===== src/rtl/conv_pkg.sv =====
// Shared types for the convolution window path.
package conv_pkg;

  localparam int unsigned DEF_KERNEL_SIZE         = 3;
  localparam int unsigned DEF_BITS_PER_COORDINATE = 8;
  localparam int unsigned DEF_IN_CHANNELS         = 4;
  localparam int unsigned DEF_KIDX_W              = $clog2(DEF_KERNEL_SIZE);

  // Window sequencer control states
  typedef enum logic [1:0] {
    IDLE = 2'd0,
    SCAN = 2'd1,
    DONE = 2'd2
  } window_state_t;

  // Kernel tap index for the default kernel size
  typedef logic [DEF_KIDX_W-1:0] kidx_t;

  // One output beat toward the membrane-update stage (default geometry)
  typedef struct packed {
    logic [DEF_BITS_PER_COORDINATE-1:0] x;
    logic [DEF_BITS_PER_COORDINATE-1:0] y;
    kidx_t                              kx;
    kidx_t                              ky;
    logic [DEF_IN_CHANNELS-1:0]         spikes;
  } win_beat_t;

endpackage


===== src/rtl/conv_window_clip.sv =====
// Signed output-position offset for one kernel tap plus image bounds check.
module conv_window_clip #(
  parameter int unsigned IMG_WIDTH           = 32,
  parameter int unsigned IMG_HEIGHT          = 32,
  parameter int unsigned BITS_PER_COORDINATE = 8,
  parameter int unsigned KERNEL_SIZE         = 3
) (
  input  logic [BITS_PER_COORDINATE-1:0]        x,
  input  logic [BITS_PER_COORDINATE-1:0]        y,
  input  logic [$clog2(KERNEL_SIZE)-1:0]        kx,
  input  logic [$clog2(KERNEL_SIZE)-1:0]        ky,
  output logic signed [BITS_PER_COORDINATE+1:0] ox,
  output logic signed [BITS_PER_COORDINATE+1:0] oy,
  output logic                                  in_bounds
);

  localparam int unsigned CW = BITS_PER_COORDINATE + 2;
  localparam int unsigned P  = (KERNEL_SIZE - 1) / 2;

  localparam logic signed [CW-1:0] P_S   = CW'(P);
  localparam logic signed [CW-1:0] W_LIM = CW'(IMG_WIDTH);
  localparam logic signed [CW-1:0] H_LIM = CW'(IMG_HEIGHT);

  logic signed [CW-1:0] xs, ys, kxs, kys;

  // Zero-extend coordinates and taps into the signed working width
  assign xs  = CW'(x);
  assign ys  = CW'(y);
  assign kxs = CW'(kx);
  assign kys = CW'(ky);

  // Candidate output neuron: o = in + P - k
  always_comb begin
    ox        = xs + P_S - kxs;
    oy        = ys + P_S - kys;
    in_bounds = !ox[CW-1] && (ox < W_LIM) && !oy[CW-1] && (oy < H_LIM);
  end

endmodule


===== src/rtl/conv_window_sequencer.sv =====
// Walks the kernel neighbourhood of one input event and emits in-bounds output beats.
module conv_window_sequencer
  import conv_pkg::*;
#(
  parameter int unsigned IMG_WIDTH           = 32,
  parameter int unsigned IMG_HEIGHT          = 32,
  parameter int unsigned BITS_PER_COORDINATE = 8,
  parameter int unsigned IN_CHANNELS         = 4,
  parameter int unsigned KERNEL_SIZE         = 3
) (
  input  logic                             clk,
  input  logic                             rst,
  input  logic                             event_valid,
  input  logic [BITS_PER_COORDINATE-1:0]   event_x,
  input  logic [BITS_PER_COORDINATE-1:0]   event_y,
  input  logic [IN_CHANNELS-1:0]           event_spikes,
  output logic                             conv_ack,
  output logic                             win_valid,
  input  logic                             win_ready,
  output logic [BITS_PER_COORDINATE-1:0]   win_x,
  output logic [BITS_PER_COORDINATE-1:0]   win_y,
  output logic [$clog2(KERNEL_SIZE)-1:0]   win_kx,
  output logic [$clog2(KERNEL_SIZE)-1:0]   win_ky,
  output logic [IN_CHANNELS-1:0]           win_spikes
);

  localparam int unsigned KW = $clog2(KERNEL_SIZE);
  localparam int unsigned BW = BITS_PER_COORDINATE;
  localparam int unsigned CW = BITS_PER_COORDINATE + 2;
  localparam logic [KW-1:0] KMAX = KW'(KERNEL_SIZE - 1);

  window_state_t          state_q, state_n;
  logic [KW-1:0]          kx_q, kx_n, ky_q, ky_n;
  logic [BW-1:0]          ev_x_q, ev_x_n, ev_y_q, ev_y_n;
  logic [IN_CHANNELS-1:0] ev_spk_q, ev_spk_n;

  logic signed [CW-1:0]   ox, oy;
  logic                   in_bounds;
  logic                   advance;
  logic                   unused_hi;

  conv_window_clip #(
    .IMG_WIDTH          (IMG_WIDTH),
    .IMG_HEIGHT         (IMG_HEIGHT),
    .BITS_PER_COORDINATE(BITS_PER_COORDINATE),
    .KERNEL_SIZE        (KERNEL_SIZE)
  ) u_clip (
    .x        (ev_x_q),
    .y        (ev_y_q),
    .kx       (kx_q),
    .ky       (ky_q),
    .ox       (ox),
    .oy       (oy),
    .in_bounds(in_bounds)
  );

  // Sign/overflow bits only matter inside the bounds check
  assign unused_hi = ^{ox[CW-1:BW], oy[CW-1:BW]};

  // Beat presentation straight from the registered walk state
  assign win_valid  = (state_q == SCAN) && in_bounds;
  assign win_x      = ox[BW-1:0];
  assign win_y      = oy[BW-1:0];
  assign win_kx     = kx_q;
  assign win_ky     = ky_q;
  assign win_spikes = ev_spk_q;

  // Clipped taps step without a handshake; live taps wait for the consumer
  assign advance = !in_bounds || win_ready;

  // State, counters, event capture and ack pulse
  always_ff @(posedge clk) begin
    if (rst) begin
      state_q  <= IDLE;
      kx_q     <= '0;
      ky_q     <= '0;
      ev_x_q   <= '0;
      ev_y_q   <= '0;
      ev_spk_q <= '0;
      conv_ack <= 1'b0;
    end else begin
      state_q  <= state_n;
      kx_q     <= kx_n;
      ky_q     <= ky_n;
      ev_x_q   <= ev_x_n;
      ev_y_q   <= ev_y_n;
      ev_spk_q <= ev_spk_n;
      conv_ack <= (state_n == DONE);
    end
  end

  // Next-state, raster counter walk and event load
  always_comb begin
    state_n  = state_q;
    kx_n     = kx_q;
    ky_n     = ky_q;
    ev_x_n   = ev_x_q;
    ev_y_n   = ev_y_q;
    ev_spk_n = ev_spk_q;

    unique case (state_q)
      IDLE: begin
        if (event_valid) begin
          ev_x_n   = event_x;
          ev_y_n   = event_y;
          ev_spk_n = event_spikes;
          kx_n     = '0;
          ky_n     = '0;
          state_n  = (event_spikes == '0) ? DONE : SCAN;
        end
      end
      SCAN: begin
        if (advance) begin
          if (kx_q == KMAX) begin
            kx_n = '0;
            if (ky_q == KMAX) begin
              ky_n    = '0;
              state_n = DONE;
            end else begin
              ky_n = ky_q + KW'(1);
            end
          end else begin
            kx_n = kx_q + KW'(1);
          end
        end
      end
      DONE: begin
        state_n = IDLE;
      end
      default: begin
        state_n = IDLE;
      end
    endcase
  end

endmodule


===== config.mk =====
export PLATFORM = sky130hd
export DESIGN_NAME = conv_window_sequencer
export DESIGN_NICKNAME = d
export VERILOG_FILES = /design/src/rtl/conv_pkg.sv /design/src/rtl/conv_window_clip.sv /design/src/rtl/conv_window_sequencer.sv
export SDC_FILE = /design/constraint.sdc
export NUM_CORES = 1
export LEC_CHECK = 0
export ABC_AREA = 1
export CORE_MARGIN = 5
export CORE_UTILIZATION = 46
export DETAILED_ROUTE_END_ITERATION = 10
export GPL_TIMING_DRIVEN = 1
export PLACE_DENSITY = 0.81
export SLEW_MARGIN = 5
export SYNTH_ARGS = -nofsm -noshare
export SYNTH_HDL_FRONTEND = slang
export SYNTH_HIERARCHICAL = 1
export SYNTH_SLANG_ARGS = --single-unit
export TNS_END_PERCENT = 1

===== constraint.sdc =====
create_clock -name clk -period 2.5 [get_ports clk]
set_clock_uncertainty 0.05 [all_clocks]
set_input_delay 0.625 -clock clk [delete_from_list [all_inputs] [get_ports clk]]
set_output_delay 0.625 -clock clk [all_outputs]
set_load 0.05 [all_outputs]

After elaboration in Yosys (flattened, before gate mapping)
Index checks and enable logic that the tools add are counted.
{"block": "classes", "addsub": 6, "magnitude_cmp": 2, "eq_ne": 7, "muxes": 14, "reduce_logical": 14}
{"operator": "$mux W2", "count": 11}
{"operator": "$lt A10 B7 Y1 const B", "count": 2}
{"operator": "$sub A10 B3 Y10", "count": 2}
{"operator": "$add A8 B1 Y9 const B", "count": 2}
{"operator": "$pmux W2 S2", "count": 3}
{"operator": "$eq A2 B2 Y1 const B", "count": 3}
{"operator": "$add A2 B1 Y2 const B", "count": 2}
{"operator": "$logic_and A1 B1 Y1", "count": 4}
{"operator": "$logic_not A4 Y1", "count": 1}
{"operator": "$ne A2 B2 Y1 const B", "count": 2}
{"operator": "$reduce_and A4 Y1", "count": 1}
{"operator": "$logic_not A1 Y1", "count": 3}
{"operator": "$reduce_and A3 Y1", "count": 1}
{"operator": "$eq A2 B1 Y1 const B", "count": 1}
{"operator": "$logic_not A2 Y1", "count": 1}
{"operator": "$ne A2 B1 Y1 const B", "count": 1}
{"operator": "$reduce_and A2 Y1", "count": 1}
{"operator": "$reduce_bool A2 Y1", "count": 1}
{"operator": "$logic_or A1 B1 Y1", "count": 1}
{"block": "totals", "register_bits": 27, "input_bits": 24, "output_inout_bits": 26, "word_cells": 50}

Logic depth before layout (Yosys ltp)
Gate-level depths: netlist (run 1).
{"block": "depth", "depth_word": 11, "depth_mapped": 22, "mapped_depth_nobuf": 22}

Cells and area by module
The synthesis (run 1) kept the hierarchy.
{"module": "conv_window_sequencer", "n_inst": 1, "cells_each": 149, "area_each_um2": 1222.4, "seq_area_each_um2": 540.5}
{"module": "conv_window_clip", "n_inst": 1, "cells_each": 170, "area_each_um2": 968.4, "seq_area_each_um2": 0.0}

Worst setup path before layout (run 1)
Ideal clock, no wire load.
{"block": "synth_timing", "kind": "flip-flop to output port", "from": "register kx_q[0], in the netlist win_kx[0]", "to": "output win_valid", "arrival_ns": 3.252, "required_ns": 1.825, "slack_ns": -1.427, "path_stages_with_launch": 16, "cell_sequence": "dfxtp_1 inv_1 ha_1 ha_1 fa_1 nand2_1 nand3_1 nand3_1 nand2_1 nand2_1 nand2_1 nor2_1 nand2_1 nor2_2 inv_1 nor2_1"}
{"block": "synth_between", "elab_chain_cells": 6, "word_cells_on_any_way": 7, "cone_classes": "1 x add/sub; 1 x order compare; 5 x reduce/logical"}
{"item": "start, declared", "line": "conv_window_sequencer.sv:33", "rtl": "logic [KW-1:0] kx_q, kx_n, ky_q, ky_n;"}
{"item": "start signal, assigned", "line": "conv_window_sequencer.sv:83", "rtl": "kx_q <= kx_n;"}
{"item": "$sub A10 B3 Y10", "line": "conv_window_clip.sv:34", "rtl": "ox = xs + P_S - kxs;"}
{"item": "via win_x[7]", "line": "conv_window_sequencer.sv:20", "rtl": "output logic [BITS_PER_COORDINATE-1:0] win_x,"}
{"item": "$lt A10 B7 Y1", "line": "conv_window_clip.sv:36", "rtl": "in_bounds = !ox[CW-1] && (ox < W_LIM) && !oy[CW-1] && (oy < H_LIM);"}
{"item": "$logic_and A1 B1 Y1 (3 in series)", "line": "conv_window_clip.sv:36"}
{"item": "via in_bounds", "line": "conv_window_sequencer.sv:38", "rtl": "logic in_bounds;"}
{"item": "$logic_and A1 B1 Y1", "line": "conv_window_sequencer.sv:61", "rtl": "assign win_valid = (state_q == SCAN) && in_bounds;"}
{"item": "end, declared", "line": "conv_window_sequencer.sv:18", "rtl": "output logic win_valid,"}
The timed path passes the listed nets, and every way through them passes these cells.

Worst setup path in the final report (run 1)
{"block": "layout_timing", "from": "register ev_x_q[1]", "to": "output win_valid"}
{"block": "layout_between", "elab_chain_cells": 7, "word_cells_on_any_way": 8, "cone_classes": "2 x add/sub; 1 x order compare; 5 x reduce/logical"}
{"item": "start, declared", "line": "conv_window_sequencer.sv:34", "rtl": "logic [BW-1:0] ev_x_q, ev_x_n, ev_y_q, ev_y_n;"}
{"item": "start signal, assigned", "line": "conv_window_sequencer.sv:85", "rtl": "ev_x_q <= ev_x_n;"}
{"item": "$add A8 B1 Y9 *", "line": "conv_window_clip.sv:34"}
{"item": "$sub A10 B3 Y10 *", "line": "conv_window_clip.sv:34"}
{"item": "$lt A10 B7 Y1 or $logic_not A1 Y1 (tied branches)", "line": "conv_window_clip.sv:36"}
{"item": "$logic_and A1 B1 Y1 * (3 in series)", "line": "conv_window_clip.sv:36"}
{"item": "via in_bounds", "line": "conv_window_sequencer.sv:38"}
{"item": "$logic_and A1 B1 Y1 *", "line": "conv_window_sequencer.sv:61"}
The timed path passes the listed nets; every way through them passes the cells marked *.

==> results.json, run 1 <==
{
  "dp_hpwl_um": 4230,
  "die_h_um": 79.0,
  "setup_ws_ps": -744,
  "cap_violations": 0,
  "rsz0062_at_grt": "true",
  "num_rows": 25,
  "outcome": "finished, violations left",
  "gp_congestion": 0.851,
  "power.leakage_uw": 0.00155,
  "p_int_uw": 1240,
  "num-nets-final": 446,
  "setup.worst_path.start_class": "flop",
  "syn_to_final_growth_pct": 51.9,
  "yosysWarnings": 6,
  "power_density_nw_per_um2": 671,
  "worst_hold_slack_ps": 450,
  "switchingPower_uw": 984,
  "antenna_found_initial": 0,
  "root_buffer": "clkbuf_8",
  "ios": 50,
  "syn_inst": 318,
  "cts_tree": "done",
  "pwr-share-clk_pct": 11.4,
  "grt_usage_pct": 18.4,
  "worstPathMaxFanout": 3,
  "die_x_um": 79.0,
  "cts_buffer_depth": 2,
  "period_share_pct": 130,
  "hold_path_class": "flop to flop",
  "avgRoutedWirePerCell_um": 12.5,
  "path_clk_slew_ps": 100,
  "dp_slack_ps": -536,
  "cts_buffers": 3,
  "portBuffers": 49,
  "grt_pass1_wl_um": 9350,
  "period_minus_slack_ps": 3240,
  "peakVddDrop_mv": 0.426,
  "p_seq_share_pct": 22.0,
  "drtIter0Drc": 79,
  "dieArea_um2": 6230,
  "via_per_inst": 4.90,
  "ctsHoldBuffers": 0,
  "worstSetupEndpoint": "win_valid",
  "ant_nets": 0,
  "setup_viol": 15,
  "crit_start": "ev_x_q[1]",
  "final_common_cell": "nand2_1",
  "vias": 2215,
  "worstMarginPinSlew_ps": 536,
  "dp.cells": 443,
  "reg2reg_depth": 19,
  "fmax_ghz": 0.308,
  "h-tree-depth": 1,
  "worstPathArrival_ps": 2570,
  "slew_violations": 0,
  "core-area_um2": 4660,
  "syn_nets": 365,
  "diodes": 0,
  "overflow": 0,
  "cts_num_sinks": 27,
  "drive_gt1_share_pct": 40.5,
  "synth_area_um2": 2190,
  "r2r_start": "ev_x_q[1]",
  "start_util_pct": 46.9,
  "syn_avg_cell_area_um2": 6.88,
  "drc": 0,
  "hold_viol": 0,
  "final_cell_mix": "nand2_1 (45), inv_1 (41), nor2_1 (37)",
  "drt_wl_total_um": 5640,
  "fin_cells": 452,
  "finalInstanceArea_um2": 3320,
  "relSlewSlack_pct": 64.1,
  "dr.pass1.iters": 4,
  "rr_endpoint": "conv_ack",
  "pwr-share-comb_pct": 66.6,
  "cp-end-kind": "output pin",
  "placed_cell_area_um2": 3090,
  "p_sw_share_pct": 44.2,
  "clk_latency_ps": 270,
  "grt_pass1_vias": 2253,
  "r2r_slack_ps": -190,
  "failed_checks": "setup timing",
  "worstSetupPathType": "flop to output pin",
  "grt_max_degree": 27,
  "cp.required_ps": 1820
}
-- registers in the layout, summed over array words and instances, names as in the netlist --
name / flops
ev_x_q: 8
win_ky: 2
conv_ack: 1
state_q: 2
ev_y_q: 8
win_kx: 2
win_spikes: 4
-- final cells by class --
type	count	area [um^2]
Multi-Input combinational cell	222	1540
Tap cell	54	67.6
Clock inverter	1	5.00
Clock buffer	3	41.3
Timing Repair Buffer	82	871
Sequential cell	27	557
Inverter	63	239
Fill cell	361	1340
-- timing repair --
| item | CTS | global route |
|---|---|---|
| setup buffers | 3 | 2 |
| pin swaps | 12 | 12 |
| gates resized for setup | 27 | 16 |
| hold endpoints to repair | 0 | 0 |
| endpoints found under the setup margin | 20 | 20 |
-- critical path, cell delays in order, from the launching register on --
cell and delay (ps):
dfxtp_2 350, inv_2 40, ha_4 250, inv_2 30
ha_4 150, fa_2 390, nand3_2 90, nand3b_1 110
nand2_2 110, nand3_1 80, nor2_1 130, nand2_2 90
nor2_4 140, inv_2 60, nor2_4 110, buf_12 150
-- how the worst min path moves through the flow --
stage | to | from | depth (start not counted)
global route | ev_y_q[0] | ev_y_q[0] | 2
floorplan | ev_y_q[1] | ev_y_q[1] | 2
detailed placement | ev_y_q[1] | ev_y_q[1] | 2
finish | ev_y_q[1] | ev_y_q[1] | 2
CTS | ev_y_q[1] | ev_y_q[1] | 2
global placement | ev_y_q[1] | ev_y_q[1] | 2
-- metrics by stage --
step                setup TNS [ps]  util, %  power (uW)
floorplan                    -1360        -        1310
global placement              -692     66.3        1840
detailed placement           -2060     66.3        1860
global route                 -5310     71.3        2360
CTS                          -2610     69.8        2190
finish                       -3680     71.3        2230
-- per-layer routing --
layer,global-route usage [%],part of all wire (%),up-vias
li1,-,-,1146
met1,20.5,40,1008
met2,34.7,52,51
met3,3.29,5.5,10
met4,6.87,2.1,0
met5,0,0,-
-- power by group through the flow --
stage / Sequential (uW) / Clock [uW] / Combinational (uW)
after floorplan: 535 / 0 / 774
after global placement: 496 / 0 / 1340
after detailed placement: 497 / 0 / 1360
after CTS: 490 / 259 / 1440
after global routing: 495 / 279 / 1580
final: 491 / 254 / 1480
Power figures use the tool's default switching activity.
==> run 2: changes to the inputs <==
ABC_AREA = default   (was 1)
CORE_UTILIZATION = 44   (was 46)
PLACE_DENSITY = 0.8   (was 0.81)
SLEW_MARGIN = default   (was 5)
==> results.json, run 2 <==
{
  "outcome": "finished, violations left",
  "failed_checks": "setup timing",
  "grt_pass1_vias": 2045,
  "syn_avg_cell_area_um2": 7.88,
  "ios": 50,
  "clk_latency_ps": 270,
  "gp_congestion": 0.851,
  "r2r_start": "ev_x_q[1]",
  "yosysWarnings": 6,
  "cap_violations": 0,
  "drive_gt1_share_pct": 36.0,
  "syn_to_final_growth_pct": 71.1,
  "cp.required_ps": 1820,
  "cp_num_buf_inv": 4,
  "portBuffers": 49,
  "period_minus_slack_ps": 3620,
  "slowest_stage": "fa_2",
  "num_rows": 23,
  "grt_usage_pct": 19.1,
  "slew_violations": 0,
  "core-area_um2": 4090,
  "crit_chain": "inv_2 > ha_4 > inv_2 > ha_4 > fa_2 > a211oi_4 > o21ba_4 > o221ai_2 > a2111oi_0 > and4bb_2 > inv_2 > nor2_4 > buf_12",
  "drtIter0Drc": 65,
  "cts_tree": "done",
  "worstPathArrival_ps": 2940,
  "cp_slowest_stage_delay_ps": 370,
  "drc": 0,
  "cp-end-kind": "output pin",
  "diodes": 0,
  "crit_path_frequent_cell": "inv_2",
  "syn_nets": 287,
  "cts_buffer_depth": 2,
  "overflow": 0,
  "fillers": 249,
  "die_x_um": 75.6,
  "antenna_found_initial": 0,
  "hold_viol": 0,
  "cts_buffers": 3,
  "crit_start": "ev_x_q[1]",
  "fmax_ghz": 0.276,
  "hold_path_class": "flop to flop",
  "peakVddDrop_mv": 0.422,
  "cts_num_sinks": 27,
  "syn_inst": 240,
  "path_clk_slew_ps": 90,
  "setup_ws_ps": -1120,
  "setup.worst_path.start_class": "flop",
  "synth_area_um2": 1890,
  "die_h_um": 75.6,
  "ctsHoldBuffers": 0,
  "final_common_cell": "buf_4",
  "power.leakage_uw": 0.00134,
  "critical-path-top-delay-family": "compound AO/OA/AOI/OAI gates",
  "worst_hold_slack_ps": 411,
  "fin_util_pct": 79.2,
  "drt_wl_total_um": 5300,
  "grt_max_degree": 24,
  "period_share_pct": 145,
  "dp_hpwl_um": 4040,
  "worstSetupPathType": "flop to output pin",
  "via_per_inst": 5.18,
  "relSlewSlack_pct": 57.8,
  "setup_viol": 18,
  "worstPathMaxFanout": 3,
  "start_util_pct": 46.3,
  "h-tree-depth": 1,
  "dr.pass1.iters": 4,
  "rsz0062_at_grt": "true",
  "hold_start": "win_spikes[3]",
  "num-nets-final": 390,
  "dieArea_um2": 5710,
  "setup_tns_ps": -9710,
  "final_cell_mix": "buf_4 (60), nand2_1 (44), clkdlybuf4s50_1 (32)",
  "worstMarginPinSlew_ps": 625,
  "avgRoutedWirePerCell_um": 13.5,
  "vias": 2030,
  "ant_nets": 0,
  "grt_pass1_wl_um": 8630,
  "root_buffer": "clkbuf_8",
  "power_density_nw_per_um2": 557
}
==> run 2: cell type report <==
type | instances | area [um^2] | share of cell area, %
multi-input combinational | 176 | 1420 | 43.8
inverter | 29 | 109 | 3.36
timing repair buffer | 106 | 1040 | 32.2
clock buffer | 3 | 41.3 | 1.28
sequential | 27 | 556 | 17.2
tap | 50 | 62.6 | 1.93
clock inverter | 1 | 7.51 | 0.232
==> run 2: final timing paths <==
kind / slack [ps] / end / depth (start not counted)
min reg2reg: 410 / win_spikes[3] / 2
min: 410 / win_spikes[3] / 2
max: -1120 / win_valid / 13
max reg2reg: -840 / win_ky[1] / 15
==> run 2: metrics by stage <==
stage / setup WS [ps] / cell area, um^2 / total power (uW) / std cells
global route: -1230 / 3240 / 1890 / 392
global placement: -982 / 3000 / 1470 / 377
detailed placement: -1090 / 3000 / 1480 / 377
finish: -1120 / 3240 / 1800 / 392
floorplan: -1010 / 2010 / 1040 / 240
CTS: -1110 / 3200 / 1780 / 390
==> run 2: what timing repair did <==
item / CTS / global route
pin swaps: 17 / 8
setup endpoints to repair: 20 / 20
setup buffers: 9 / 2
gates resized for setup: 19 / 5
endpoints found under the hold margin: 0 / 0
==> run 2: report_power, final <==
part	leakage, uW	total, uW	internal, uW	switching, uW
Combinational	0.00110	1080	537	547
Sequential	0.000225	469	452	16.2
Clock	0.0000217	250	113	136
Total	0.00134	1800	1100	700
==> run 2: worst register-to-register path: stages, from the launching register on <==
cell,delay (ps)
dfxtp_2,340
inv_2,40
ha_4,250
inv_2,40
ha_4,150
fa_2,370
a211oi_4,280
buf_4,170
or4b_4,120
o311a_4,190
nor3_2,40
and4bb_2,260
buf_4,140
nor2b_4,130
nor4b_4,340
mux2_4,330
==> run 2: metal layers <==
layer	up-vias	routed length, um	track usage [%]
met5	-	0	0
met4	0	59	5.05
met3	8	172	1.72
met2	36	2900	36.3
met1	960	2170	22.6
li1	1026	-	-
==> run 3: changes to the inputs <==
CELL_PAD_IN_SITES_DETAIL_PLACEMENT = 2   (was default)
CELL_PAD_IN_SITES_GLOBAL_PLACEMENT = 2   (was default)
CORE_UTILIZATION = 25   (was 44)
PLACE_DENSITY = 0.81   (was 0.8)
==> results.json, run 3 (synthesized netlist as in run 2, its figures left out) <==
{
  "fin_cells": 436,
  "num_rows": 31,
  "gp_congestion": 0.793,
  "setup.worst_path.start_class": "flop",
  "ios": 50,
  "ant_nets": 0,
  "cp-end-kind": "output pin",
  "h-tree-depth": 1,
  "fmax_ghz": 0.271,
  "grt_usage_pct": 16.1,
  "period_share_pct": 148,
  "failed_checks": "setup timing",
  "antenna_found_initial": 0,
  "worstPathMaxFanout": 2,
  "setup_viol": 18,
  "final_common_cell": "buf_4",
  "period_minus_slack_ps": 3690,
  "cts_tree": "done",
  "p_int_uw": 1120,
  "via_per_inst": 4.72,
  "setup_tns_ps": -10490,
  "dp.cells": 429,
  "pwr-share-clk_pct": 13.8,
  "grt_pass1_wl_um": 12600,
  "grt_pass1_vias": 2440,
  "core-area_um2": 7290,
  "worst_hold_slack_ps": 415,
  "grt_max_degree": 21,
  "final_cell_mix": "buf_4 (52), nand2_1 (44), clkdlybuf4s50_1 (32)",
  "worstMarginPinSlew_ps": 630,
  "dp_hpwl_um": 6180,
  "overflow": 0,
  "worstSetupPathType": "flop to output pin",
  "pwr-share-comb_pct": 61.0,
  "drtIter0Drc": 32,
  "p_seq_share_pct": 25.2,
  "relSlewSlack_pct": 57.5,
  "syn_to_final_growth_pct": 74.1,
  "cts_buffers": 3,
  "drive_gt1_share_pct": 36.2,
  "start_util_pct": 25.9,
  "cts_num_sinks": 27,
  "slew_violations": 0,
  "drt_wl_total_um": 7390,
  "die_x_um": 97.0,
  "rsz0062_at_grt": "true",
  "power_density_nw_per_um2": 565,
  "clk_latency_ps": 280,
  "switchingPower_uw": 746,
  "dr.pass1.iters": 4,
  "power.leakage_uw": 0.00133,
  "drc": 0,
  "finalPower_uw": 1860,
  "root_buffer": "clkbuf_8",
  "vias": 2058,
  "fillers": 820,
  "die_h_um": 97.0,
  "worstPathArrival_ps": 3020,
  "cap_violations": 0,
  "dp_slack_ps": -1220,
  "dieArea_um2": 9410,
  "peakVddDrop_mv": 0.211,
  "cp.required_ps": 1820,
  "hold_viol": 0,
  "portBuffers": 49,
  "ctsHoldBuffers": 0,
  "num-nets-final": 385,
  "cts_buffer_depth": 2,
  "path_clk_slew_ps": 90,
  "hold_path_class": "flop to flop",
  "avgRoutedWirePerCell_um": 16.9,
  "outcome": "finished, violations left",
  "diodes": 0,
  "p_sw_share_pct": 40.1,
  "setup_ws_ps": -1190
}
[run 3: final timing paths]
path | cells after the start | startpoint | slack, ps | end
min reg2reg | 2 | win_spikes[3] | 410 | win_spikes[3]
max reg2reg | 16 | ev_x_q[1] | -970 | win_ky[0]
min | 2 | win_spikes[3] | 410 | win_spikes[3]
max | 13 | win_ky[1] | -1190 | win_valid
[run 3: power groups by stage]
stage | Clock, uW | Sequential (uW) | Combinational (uW)
after global routing | 279 | 473 | 1210
after floorplan | 0 | 499 | 539
after CTS | 265 | 469 | 1140
after detailed placement | 0 | 478 | 1080
final | 257 | 469 | 1140
after global placement | 0 | 476 | 1040
[run 3: cell type report]
cell class / count / area, um^2 / area share, %
Multi-Input combinational cell: 176 / 1430 / 43.5
Timing Repair Buffer: 101 / 1020 / 31.1
Clock buffer: 4 / 45.0 / 1.37
Tap cell: 99 / 124 / 3.76
Inverter: 29 / 111 / 3.38
Sequential cell: 27 / 556 / 16.9
[run 3: metal layers]
| layer | GRT usage [%] | share of wire [%] |
|---|---|---|
| met1 | 18.7 | 42 |
| met3 | 1.73 | 1.7 |
| met4 | 2.92 | 0.74 |
| met5 | 0 | 0 |
| met2 | 31.5 | 56 |
[run 3: what timing repair did]
action / 4_1_cts / 5_1_grt
pin swaps: 15 / 2
gates resized for setup: 28 / 3
endpoints found under the setup margin: 20 / 20
buffers inserted: 3 / 0
gates cloned: 0 / 0
[run 3: metrics by stage]
step / area, um^2 / util [%]
6_report: 3290 / 45.2
5_1_grt: 3290 / 45.2
4_1_cts: 3280 / 45.0
3_5_place_dp: 3100 / 42.5
3_3_place_gp: 3100 / 42.5
2_1_floorplan: 2010 / -
[run 3: critical path: stages (launching register included)]
cell	delay, ps
dfxtp_4	360
ha_4	240
inv_4	50
ha_4	130
inv_2	40
fa_2	360
nand2b_4	160
a21o_1	190
a21boi_2	190
a2111oi_2	360
and4bb_2	330
inv_2	60
nor2_4	120
buf_12	150
